--- config.mk ---
export PLATFORM = sky130hd
export DESIGN_NAME = writeback_unit
export DESIGN_NICKNAME = d
export VERILOG_FILES = /design/src/rtl/writeback_unit_pkg.sv /design/src/rtl/writeback_unit_wb_fifo.sv /design/src/rtl/writeback_unit.sv
export SDC_FILE = /design/constraint.sdc
export NUM_CORES = 1
export LEC_CHECK = 0
export ABC_AREA = 0
export BUFFER_PORTS_ARGS = -buffer_cell sky130_fd_sc_hd__buf_2
export CAP_MARGIN = 5
export CORE_MARGIN = 2
export CORE_UTILIZATION = 45
export CTS_BUF_LIST = sky130_fd_sc_hd__clkbuf_2
export DETAILED_ROUTE_END_ITERATION = 16
export GPL_ROUTABILITY_DRIVEN = 1
export PLACE_DENSITY = 0.67
export RECOVER_POWER = 25
export SLEW_MARGIN = 0
export SYNTH_ARGS = -nofsm -noshare
export SYNTH_HDL_FRONTEND = slang
export SYNTH_SLANG_ARGS = --single-unit
--- constraint.sdc ---
create_clock -name clk -period 2.8 [get_ports clk]
set_input_delay 0.28 -clock clk [delete_from_list [all_inputs] [get_ports clk]]
set_output_delay 0.28 -clock clk [all_outputs]
set_load 0.01 [all_outputs]
--- src/rtl/writeback_unit_pkg.sv ---
// Shared definitions for the writeback unit: enable levels, register-number
// width and the load-buffer entry layout.
package writeback_unit_pkg;

    localparam logic ENABLE   = 1'b1;
    localparam logic DISABLE  = 1'b0;

    localparam int REG_W    = 5;
    localparam int DATA_W   = 32;
    localparam int NUM_REGS = 1 << REG_W;
    localparam int ENTRY_W  = REG_W + DATA_W;

    typedef struct packed {
        logic [REG_W-1:0]  dst;
        logic [DATA_W-1:0] data;
    } wb_entry_t;

endpackage

--- src/rtl/writeback_unit_wb_fifo.sv ---
// Load-result buffer: a power-of-two FIFO with a registered occupancy count.
// Pushes while full and pops while empty are ignored.
module wb_fifo #(
    parameter int DEPTH = 4,
    parameter int W     = 37
) (
    input  logic                   clk,
    input  logic                   rst,
    input  logic                   push,
    input  logic [W-1:0]           push_data,
    input  logic                   pop,
    output logic [W-1:0]           head,
    output logic                   empty,
    output logic [$clog2(DEPTH):0] count
);

    localparam int PTR_W = $clog2(DEPTH);
    localparam int CNT_W = PTR_W + 1;

    logic [W-1:0]     mem [DEPTH];
    logic [PTR_W-1:0] wr_ptr;
    logic [PTR_W-1:0] rd_ptr;
    logic             full;
    logic             do_push;
    logic             do_pop;

    assign empty   = (count == '0);
    assign full    = (count == CNT_W'(DEPTH));
    assign do_push = push && !full;
    assign do_pop  = pop && !empty;
    assign head    = mem[rd_ptr];

    // Storage is deliberately left out of reset; only the pointers matter.
    always_ff @(posedge clk) begin
        if (do_push) begin
            mem[wr_ptr] <= push_data;
        end
    end

    always_ff @(posedge clk or posedge rst) begin
        if (rst) begin
            wr_ptr <= '0;
            rd_ptr <= '0;
            count  <= '0;
        end else begin
            if (do_push) begin
                wr_ptr <= wr_ptr + PTR_W'(1);
            end
            if (do_pop) begin
                rd_ptr <= rd_ptr + PTR_W'(1);
            end
            case ({do_push, do_pop})
                2'b10:   count <= count + CNT_W'(1);
                2'b01:   count <= count - CNT_W'(1);
                default: count <= count;
            endcase
        end
    end

endmodule

--- src/rtl/writeback_unit.sv ---
// Register-file writeback arbiter: single-cycle ALU results take the write port
// first, buffered load results fill idle slots; a scoreboard tracks pending writes.
module writeback_unit
    import writeback_unit_pkg::*;
#(
    parameter int FIFO_DEPTH = 4
) (
    input  logic                clk,
    input  logic                rst,
    input  logic                alu_valid,
    input  logic [REG_W-1:0]    alu_dst,
    input  logic [DATA_W-1:0]   alu_data,
    input  logic                mem_valid,
    output logic                mem_ready,
    input  logic [REG_W-1:0]    mem_dst,
    input  logic [DATA_W-1:0]   mem_data,
    input  logic                issue_valid,
    input  logic [REG_W-1:0]    issue_dst,
    output logic                reg_we,
    output logic [REG_W-1:0]    dstreg_num,
    output logic [DATA_W-1:0]   dstreg_data,
    output logic [NUM_REGS-1:0] pending
);

    localparam int CNT_W = $clog2(FIFO_DEPTH) + 1;

    wb_entry_t         push_entry;
    wb_entry_t         head_entry;
    logic              fifo_push;
    logic              fifo_pop;
    logic              fifo_empty;
    logic [CNT_W-1:0]  fifo_count;
    logic [NUM_REGS-1:0] set_mask;
    logic [NUM_REGS-1:0] clr_mask;
    logic [NUM_REGS-1:0] pending_next;

    // Load handshake: a transfer happens on an edge where mem_valid && mem_ready.
    // mem_ready depends only on the registered count, so a full buffer refuses
    // even when the same edge pops an entry.
    assign mem_ready  = (fifo_count != CNT_W'(FIFO_DEPTH));
    assign fifo_push  = mem_valid && mem_ready && (mem_dst != '0);
    assign fifo_pop   = !alu_valid && !fifo_empty;
    assign push_entry = '{dst: mem_dst, data: mem_data};

    wb_fifo #(
        .DEPTH (FIFO_DEPTH),
        .W     (ENTRY_W)
    ) u_wb_fifo (
        .clk       (clk),
        .rst       (rst),
        .push      (fifo_push),
        .push_data (push_entry),
        .pop       (fifo_pop),
        .head      (head_entry),
        .empty     (fifo_empty),
        .count     (fifo_count)
    );

    // An ALU write to r0 still owns the slot, so the buffer waits a cycle.
    always_ff @(posedge clk or posedge rst) begin
        if (rst) begin
            reg_we      <= DISABLE;
            dstreg_num  <= '0;
            dstreg_data <= '0;
        end else if (alu_valid) begin
            reg_we      <= (alu_dst != '0) ? ENABLE : DISABLE;
            dstreg_num  <= alu_dst;
            dstreg_data <= alu_data;
        end else if (!fifo_empty) begin
            reg_we      <= ENABLE;
            dstreg_num  <= head_entry.dst;
            dstreg_data <= head_entry.data;
        end else begin
            reg_we      <= DISABLE;
        end
    end

    // A new claim wins over a retiring write to the same register.
    always_comb begin
        set_mask = '0;
        clr_mask = '0;
        if (issue_valid) begin
            set_mask[issue_dst] = 1'b1;
        end
        if (reg_we == ENABLE) begin
            clr_mask[dstreg_num] = 1'b1;
        end
        pending_next    = (pending & ~clr_mask) | set_mask;
        pending_next[0] = 1'b0;
    end

    always_ff @(posedge clk or posedge rst) begin
        if (rst) begin
            pending <= '0;
        end else begin
            pending <= pending_next;
        end
    end

endmodule

==> results.yml <==
outcome:
  status: "finished, final reports clean"
cells_and_area:
  multiInputGateArea_mm2: 0.00211
  fillers: 1487
  final_nets: 883
  drive_gt1_frac: 0.332
  fin_area_mm2: 0.0111
  n_antenna_cell: 0
  area_delta_synth_final_pct: 27.3
  seq_area_mm2: 0.00635
worst_setup_path:
  reg2reg_depth: 9
  cp_slowest_cell: "or3b_2"
  cp.required_ps: 3480
  path_max_fanout: 7
  critPathLaunch: "u_wb_fifo.count[0]$_DFFE_PP0P_"
  max_stage_delay_ps: 500
  r2r_slack_ps: 520
  end_kind: "register"
  r2r_start: "u_wb_fifo.count[0]$_DFFE_PP0P_"
  worst-setup-path-type: "register to register"
  setup.worst_path.start_class: "register"
  crit_path_cell_trace: "or3b_2, o211a_4, inv_1, ha_1, inv_1, fa_1, xor2_1, nor2_1, xor2_1"
  arrival_ps: 2960
routing:
  first_pass_iters: 4
  vias: 5758
  viasPerCell: 5.25
  drt_iter0_drc: 313
  routedWlPerCell_um: 17.9
  antenna_left: 0
  routed_wl_mm: 19.6
  drc: 0
synth:
  synth_enable_flop_cells: 148
  synth_nets: 601
  yosysUniqueCellTypes: 35
  synth.cell_area_mm2: 0.00870
  synth.avg_cell_area_um2: 17.0
  yosysSeqAreaShare: 0.730
  ys_async_sr_fraction: 0.339
  syn_inst: 511
  ys_warn_count: 0
  ys_seq_elements: 224
  ys.flop_type: "edfxtp_1"
run:
  max_cap_violations: 0
cts:
  post_cts_buffers: 0
  cts_hold_buf: 87
  path_clk_slew_ps: 110
  cts.path.max_buffers: 3
  clock_sinks: 224
  clockRootBuffer: "clkbuf_2"
  cts_tree: "done"
  numCtsBuffers: 53
  cts_max_level: 2
  post_cts_resized: 0
  clock_latency_ps: 770
floorplan:
  start_util: 0.462
  die_w_um: 143
  fp.dieH_um: 143
  design.core.area_mm2: 0.0188
  ios: 155
  die-area_mm2: 0.0205
  rows: 50
sta:
  setup_tns_ps: 0
  maxSlewViolCount: 0
  max_freq_ghz: 0.439
  finalCriticalPeriod_ps: 2280
  rsz0062_at_grt: "false"
  fin_skew_ps: 32.1
  finalCritPeriodShare: 0.814
  finalHoldViolations: 0
  setup_viol: 0
  setup_slack_ps: 520
  worst_pin_slew_ps: 1040
  fin_hold_ws_ps: 149
  slew-limit-headroom: 0.306
grt:
  grt_use_met2: 0.328
  top_usage_layer: "met2"
  grt_max_degree: 77
  grt_usage: 0.195
  grtUsageMet1: 0.247
  grt_pass1_wl_mm: 30.8
  grtUsageMet3: 0.0429
  grt_pass1_vias: 6093
  antenna_found_initial: 0
  gr-total-overflow: 0
placed_design:
  dp_slack_ps: 410
  portBuffers: 153
  post_dp_cell_area_mm2: 0.00976
  gp_congestion: 0.909
  dpl.hpwl_mm: 12.0
power:
  power.density_mw_per_mm2: 913
  ir_drop_mv: 0.403
  p_leak_nw: 4.32
min_path:
  hold_class: "primary input to asynchronous set/reset pin"
[synth_stat cells, types with 4 or more instances]
library cell,count,area (µm²)
edfxtp_1,148,4440
and2_2,4,30.0
ha_1,5,62.6
o221a_2,9,101
or3b_2,7,61.3
clkbuf_1,8,30.0
nor2_1,5,18.8
o21ai_0,84,420
a22oi_1,28,210
o21ai_1,6,30.0
inv_1,36,135
mux4_2,37,833
nand2b_1,10,62.6
buf_2,8,40.0
nand3b_1,10,75.1
nand3_1,4,20.0
dfrtp_1,76,1900
[final cells by class]
class | instances | area share
tap | 260 | 0.0294
sequential | 224 | 0.574
multi-input combinational | 230 | 0.191
timing repair buffer | 248 | 0.151
clock buffer | 84 | 0.0380
inverter | 36 | 0.0123
clock inverter | 15 | 0.00520
[where the power goes]
group | leakage, nW | switching [mW] | internal, mW | total, mW
sequential | 2.24 | 0.509 | 4.50 | 5.01
combinational | 1.69 | 1.66 | 1.42 | 3.08
clock | 0.377 | 1.23 | 0.790 | 2.02
total | 4.32 | 3.40 | 6.72 | 10.1
[state kept, by name, indices dropped and copies added (netlist names)]
register,flops
u_wb_fifo.mem,148
dstreg_data,32
pending,31
dstreg_num,5
u_wb_fifo.count,3
u_wb_fifo.rd_ptr,2
u_wb_fifo.wr_ptr,2
reg_we,1
[worst max-delay path, delay by kind of cell (launching register included)]
kind            cells  cell delay, ps
buf+inv             2             120
xor+xnor            2             300
compound gates      1             180
flops               1             440
simple gates        2             620
fa+ha+maj           2             550
[cells in the final DEF, fill, tap and decap left out, drive strengths merged, types with 2 or more instances in the layout]
cell / n
a22oi: 28
nand2: 2
clkbuf: 118
ha: 5
or3b: 7
mux4: 37
xnor2: 3
nand2b: 10
clkinv: 15
dfrtp: 76
dlygate4sd3: 87
or4: 2
nand3: 4
edfxtp: 148
o21ai: 90
inv: 36
buf: 127
o221a: 9
and2: 4
or3: 2
xor2: 3
nand3b: 10
nor2: 5
[path summary, 6_finish.rpt]
check,to
max,u_wb_fifo.count[2]$_DFFE_PP0P_
min,dstreg_data[28]$_DFFE_PP0P_
max reg2reg,u_wb_fifo.count[2]$_DFFE_PP0P_
min reg2reg,dstreg_data[18]$_DFFE_PP0P_
max in group asynchronous,u_wb_fifo.rd_ptr[0]$_DFFE_PP0P_
min in group clk,u_wb_fifo.count[0]$_DFFE_PP0P_
[through the flow]
step                std cells  power [mW]   util
finish                   1097        10.1  0.588
global route             1097        10.8  0.588
CTS                      1097        10.2  0.590
detailed placement        911        8.10  0.518
global placement          911        7.96  0.518
floorplan                 511        6.89      -
[cell families after synthesis]
family,synth area share
other,0.000431
buffers and inverters,0.0279
and+or+nand+nor,0.0381
muxes,0.0987
AOI/OAI and AO/OA,0.0896
xor gates and xnor gates,0.00604
adders and majority gates,0.00950
DFF,0.730
[layer usage]
metal	up-vias	share of wire
li1	2585	-
met1	2850	0.41
met2	281	0.49
met3	42	0.070
met4	0	0.026
met5	-	0
No activity file was read; power rests on OpenSTA's default activity.
